$ cat config.mk
export PLATFORM = sky130hd
export DESIGN_NAME = mem_access_ctrl
export DESIGN_NICKNAME = d
export VERILOG_FILES = /design/src/rtl/mem_access_ctrl.sv
export SDC_FILE = /design/constraint.sdc
export NUM_CORES = 1
export LEC_CHECK = 0
export CAP_MARGIN = 0
export CORE_MARGIN = 10
export CORE_UTILIZATION = 36
export CTS_BUF_LIST = sky130_fd_sc_hd__clkbuf_8
export DETAILED_ROUTE_END_ITERATION = 8
export HOLD_SLACK_MARGIN = 0.02
export PLACE_DENSITY_LB_ADDON = 0.15
export SETUP_SLACK_MARGIN = 0.15
export SYNTH_ARGS = -nofsm -noshare
export SYNTH_HDL_FRONTEND = slang
export SYNTH_SLANG_ARGS = --single-unit
$ cat constraint.sdc
create_clock -name clk -period 1.81 [get_ports clk]
set_input_delay 0.4525 -clock clk [delete_from_list [all_inputs] [get_ports clk]]
set_output_delay 0.4525 -clock clk [all_outputs]
set_load 0.01 [all_outputs]
$ cat src/rtl/mem_access_ctrl.sv
// Sequential memory-access controller: accepts one ALU/LDR/STR/ADR op per start strobe,
// runs a req/ack RAM handshake with a wait-state timeout and returns a write-back pulse.
module mem_access_ctrl #(
  parameter int unsigned DATA_WIDTH = 32,
  parameter int unsigned ADDR_WIDTH = 32,
  parameter int unsigned IMM_WIDTH  = 16,
  parameter int unsigned TIMEOUT    = 15
) (
  input  logic                  clk,
  input  logic                  Reset,
  input  logic                  start,
  input  logic [3:0]            op_code,
  input  logic [DATA_WIDTH-1:0] SR1,
  input  logic [DATA_WIDTH-1:0] SR2,
  input  logic [DATA_WIDTH-1:0] ALU_result,
  input  logic [IMM_WIDTH-1:0]  IV_Mov,
  input  logic [DATA_WIDTH-1:0] RAM_out,
  input  logic                  mem_ack,
  output logic                  mem_req,
  output logic                  RW,
  output logic [ADDR_WIDTH-1:0] address_out,
  output logic [DATA_WIDTH-1:0] RAM_in,
  output logic [DATA_WIDTH-1:0] reg_data,
  output logic                  reg_write,
  output logic                  busy,
  output logic                  done,
  output logic                  bus_error
);

  localparam int unsigned CntW = $clog2(TIMEOUT + 1);
  localparam logic [3:0] OpAdr = 4'b1100;
  localparam logic [3:0] OpLdr = 4'b1101;
  localparam logic [3:0] OpStr = 4'b1110;

  typedef enum logic [1:0] {StIdle, StAccess, StDone} state_e;

  state_e          state_q;
  logic [3:0]      op_q;
  logic [CntW-1:0] cnt_q;
  logic            is_mem_op;

  assign is_mem_op = (op_code == OpAdr) || (op_code == OpLdr) || (op_code == OpStr);

  always_ff @(posedge clk) begin
    if (Reset) begin
      state_q     <= StIdle;
      op_q        <= '0;
      cnt_q       <= '0;
      mem_req     <= 1'b0;
      RW          <= 1'b0;
      address_out <= '0;
      RAM_in      <= '0;
      reg_data    <= '0;
      reg_write   <= 1'b0;
      busy        <= 1'b0;
      done        <= 1'b0;
      bus_error   <= 1'b0;
    end else begin
      case (state_q)
        StIdle: begin
          if (start) begin
            op_q  <= op_code;
            cnt_q <= '0;
            if (is_mem_op) begin
              state_q     <= StAccess;
              mem_req     <= 1'b1;
              busy        <= 1'b1;
              RW          <= (op_code == OpLdr);
              address_out <= ADDR_WIDTH'(SR1);
              // ADR stores the immediate; RAM_in doubles as its holding register
              RAM_in      <= (op_code == OpStr) ? SR2 : DATA_WIDTH'(IV_Mov);
            end else begin
              state_q   <= StDone;
              reg_data  <= ALU_result;
              reg_write <= 1'b1;
              done      <= 1'b1;
            end
          end
        end
        StAccess: begin
          if (mem_ack) begin
            state_q <= StDone;
            mem_req <= 1'b0;
            RW      <= 1'b0;
            busy    <= 1'b0;
            done    <= 1'b1;
            cnt_q   <= '0;
            if (op_q == OpLdr) begin
              reg_data  <= RAM_out;
              reg_write <= 1'b1;
            end else if (op_q == OpAdr) begin
              reg_data  <= RAM_in;
              reg_write <= 1'b1;
            end
          end else if (cnt_q == CntW'(TIMEOUT - 1)) begin
            state_q   <= StDone;
            mem_req   <= 1'b0;
            RW        <= 1'b0;
            busy      <= 1'b0;
            done      <= 1'b1;
            bus_error <= 1'b1;
            cnt_q     <= '0;
          end else begin
            cnt_q <= cnt_q + 1'b1;
          end
        end
        StDone: begin
          state_q   <= StIdle;
          done      <= 1'b0;
          reg_write <= 1'b0;
          bus_error <= 1'b0;
        end
        default: state_q <= StIdle;
      endcase
    end
  end

endmodule

======== After elaboration in Yosys (flattened, before gate mapping) ========
Index checks and enable logic that the tools add are counted.
word-level totals
  word-level logic and storage cells ...... 78
  output and inout port bits .............. 102
  input port bits ......................... 152
  bits in registers ....................... 111
cells by class
  add/sub/neg operators ................... 1
  reduce and logical (&&, ||, !) cells .... 15
  multiplexer cells ....................... 35
  eq/ne operators ......................... 16
operators by type and width
  operator               number
  $mux W32               6
  $pmux W32 S2           1
  $eq A4 B4 Y1 const B   6
  $mux W1                14
  $mux W4                3
  $ne A2 B2 Y1 const B   6
  $reduce_and A5 Y1      2
  $mux W2                4
  $pmux W4 S2            1
  $reduce_and A4 Y1      2
  $ne A3 B3 Y1 const B   2
  $pmux W1 S2            3
  $pmux W1 S3            2
  $reduce_and A2 Y1      3
  $reduce_and A3 Y1      2
  $add A4 B1 Y4 const B  1
  $pmux W2 S2            1
  $reduce_bool A2 Y1     2
  $reduce_bool A3 Y1     1
  $eq A2 B1 Y1 const B   1
  $eq A2 B2 Y1 const B   1
  $logic_not A2 Y1       1
  $logic_or A1 B1 Y1     2

======== Longest topological paths before layout ========
  depth in word-level cells ............... 6
  depth in mapped cells ................... 8

======== Worst setup path before layout ========
No wires, ideal clock.
  path type ............................... input to register
  start point ............................. in start
  end point ............................... reg address_out[11]
  stages .................................. 8
  setup slack ............................. -0.093 ns
  path buffers ............................ 4
  setup time .............................. 0.132 ns
  arrival time ............................ 1.771 ns
  path through ............................ or3b_1 -> buf_6 -> or3b_1 -> buf_2 -> buf_6 -> buf_6 -> nand2_1 -> a21oi_1
between the ends
  word-level cells in the longest chain between the ends .. 1
ends and longest elaborated chain
  element                             line  text
  start: declaration                  11    input logic start,
  $reduce_and A3 Y1 (no source line)  --
  end signal: assignment              69    address_out <= ADDR_WIDTH'(SR1);
  end: declaration                    21    output logic [ADDR_WIDTH-1:0] address_out,
Every way passes these cells.
A chain may end at the register's enable or synchronous reset.

======== Worst setup path after layout ========
  start point ............................. reg state_q[0]
  end point ............................... reg address_out[12]
between the ends
  word-level cells in the longest chain between the ends .. 2
ends and longest elaborated chain
  element                             line  text
  start: declaration                  37    state_e state_q;
  start signal: assignment            46    state_q <= StIdle;
  start signal: assignment            65    state_q <= StAccess;
  start signal: assignment            73    state_q <= StDone;
  $logic_not A2 Y1                    59    case (state_q)
  $reduce_and A3 Y1 (no source line)  --
Every way passes these cells.

==> flow_metrics.env <==
export IMPL_path_clk_slew_ns=0.10
export IMPL_ant_nets=0
export IMPL_rsz0062_at_grt="true"
export IMPL_dieArea_sq_um=17900
export IMPL_cap_viol_max_count=0
export IMPL_drc=0
export IMPL_insertion_delay_ns=0.38
export IMPL_cp_required_ns=2.12
export IMPL_synth_main_ff_cell="dfxtp_1"
export IMPL_period_needed_ns=1.81
export IMPL_final_hold_viol_count=0
export IMPL_grt_usage_pct=20.9
export IMPL_insertedDiodeCount=0
export IMPL_fin_hold_ws_ns=0.460
export IMPL_start_util_pct=36.9
export IMPL_maxSlewHeadroom_pct=63.7
export IMPL_dpl_hpwl_microns=13900
export IMPL_fp_dieH_microns=134
export IMPL_fin_area_sq_um=8580
export IMPL_core_sq_um=12600
export IMPL_ys_types=36
export IMPL_synth_fp_nets=714
export IMPL_finClkSkew_ns=0.00574
export IMPL_cp_start_kind="flop"
export IMPL_cts_buffers_inserted=9
export IMPL_synth_enable_flop_cells=0
export IMPL_num_vias=5180
export IMPL_timing_fmax_mhz=553
export IMPL_drv_slew=0
export IMPL_finalSetupViolCount=0
export IMPL_clock_path_buffers=2
export IMPL_dr_pass1_iters=5
export IMPL_clock_sinks=111
export IMPL_antenna_found_initial=0
export IMPL_cts_tree="done"
export IMPL_worstMarginPinSlew_ns=0.545
export IMPL_placed_cell_area_sq_um=7500
export IMPL_worstPathArrival_ns=2.12
export IMPL_synth_seq_cells=111
export IMPL_port_buffers=253
export IMPL_grt_max_degree=44
export IMPL_outcome="finished clean"
export IMPL_nets=989
export IMPL_overflow=0
export IMPL_min_path_type="reg2reg"
export IMPL_syn2layout_area_growth_pct=84.4
export IMPL_io_pins=254
export IMPL_ir_drop_uv=464
export IMPL_detail_route_wl_per_cell_microns=19.8
export IMPL_routed_wl_microns=20000
export IMPL_grt_first_pass_wirelength_microns=29800
export IMPL_cts_hold_buffers=0
export IMPL_yosys_warnings=0
export IMPL_syn_avg_cell_area_sq_um=8.31
export IMPL_cp_max_fo=6
export IMPL_asyncSetResetFlopFracSynth_pct=0
export IMPL_drive_gt1_share_pct=19.3
export IMPL_h_tree_depth=3
export IMPL_grt_pass1_vias=5274
export IMPL_rows=41
export IMPL_postSynthCellCount=560
export IMPL_die_w_microns=134
export IMPL_drt_iter0_drc=380
export IMPL_netlist_area_sq_um=4650
export IMPL_root_buffer="clkbuf_8"
export IMPL_ys_seq_area_share_pct=47.8
export IMPL_avgViaCountPerCell=5.12
export IMPL_fin_crit_sh_pct=99.8
export IMPL_powerDensity_nw_per_um2=638
export IMPL_critPathKind="reg2reg"
export IMPL_place_congestion=0.885
export IMPL_p_leak_nw=3.74
export IMPL_cp_end_kind="flop"
cells in the final DEF (no fill, tap or decap), types with 16 or more instances in the layout:
master	Yosys	layout
buf_4	2	21
clkdlybuf4s50_1	0	146
nand2_1	131	100
mux2i_1	20	20
dfxtp_1	111	107
nand2_2	0	20
a211oi_1	20	16
a22o_1	33	33
a22oi_2	0	16
dlygate4sd2_1	0	106
nor2_1	78	69
a21oi_1	35	20
a31oi_1	34	33
final cells by class:
type,instances,area (sq um)
Clock inverter,5,75.1
Multi-Input combinational cell,397,2560
Tap cell,172,215
Timing Repair Buffer,313,3350
Inverter,3,11.3
Fill cell,1052,4040
Sequential cell,111,2230
Clock buffer,10,138
cells in the mapped netlist (all sizes together) (3+ instances only):
cell type	count	area share [%]
a211oi	20	3.2
inv	3	0.24
a31oi	34	4.6
dfxtp	111	48
a21oi	35	3.8
nand4b	3	0.56
a22oi	16	2.6
mux2i	20	4.3
buf	24	3.2
a22o	33	6.2
nor2	78	6.3
nand2	131	11
clkbuf	25	2.0
stage by stage:
stage                     total power, mW  util [%]  TNS (ns)  worst slack (ns)  cells
final                                5.47      68.0         0           0.00325   1011
after global routing                 5.70      68.0     -2.03           -0.0648   1011
after CTS                            5.44      66.1         0            0.0292   1002
after detailed placement             3.72      59.5    -51.74            -0.599    964
after global placement               3.70      59.5    -50.17            -0.542    964
after floorplan                      3.06         -     -2.12           -0.0933    560
worst paths after layout:
kind | startpoint | to | slack [ns] | cells after the start
worst max-delay path | state_q[0] | address_out[12] | 0.003 | 9
worst max register to register | state_q[0] | address_out[12] | 0.003 | 9
worst min-delay path | address_out[23] | address_out[23] | 0.46 | 2
worst min register to register | address_out[23] | address_out[23] | 0.46 | 2
cell families after synthesis:
group           count (synthesis)  synth area share (%)
xor+xnor                        3                 0.565
buf+inv                        52                  5.43
flops                         111                  47.8
compound gates                145                  21.7
simple gates                  227                  19.7
mux                            20                  4.30
fa+ha+maj                       2                 0.538
state kept, by name, summed over array words and instances (netlist names):
signal	flops
reg_data	32
bus_error	1
busy	1
RW	1
state_q	2
RAM_in	32
address_out	32
reg_write	1
op_q	4
cnt_q	4
done	1
metal layers:
| layer | up-vias | GRT usage, % | routed length (microns) |
|---|---|---|---|
| li1 | 2500 | - | - |
| met1 | 2443 | 24.3 | 7980 |
| met2 | 214 | 35.8 | 9950 |
| met3 | 23 | 6.58 | 1670 |
| met4 | 0 | 6.59 | 376 |
| met5 | - | 0 | 0 |
critical path: stages, from the launching register on:
cell     delay, ns
dfxtp_2       0.33
or3b_4        0.39
buf_6         0.14
nor3b_4       0.17
buf_6         0.18
buf_12        0.13
buf_12        0.11
buf_16        0.11
nand2_1       0.06
a21oi_1       0.12
power breakdown:
part           internal [mW]  leakage, nW  switching, mW
logic                  0.710         2.72          0.488
clock network          0.802        0.111          0.844
registers               2.55        0.905         0.0737
repair_timing:
item / 4_1_cts / 5_1_grt
setup buffers: 12 / 5
hold endpoints to repair: 0 / 0
pin swaps: 36 / 57
resized for setup: 201 / 30
gates cloned: 11 / 4
setup endpoints to repair: 201 / 99
No activity file was read; power rests on OpenSTA's default activity.
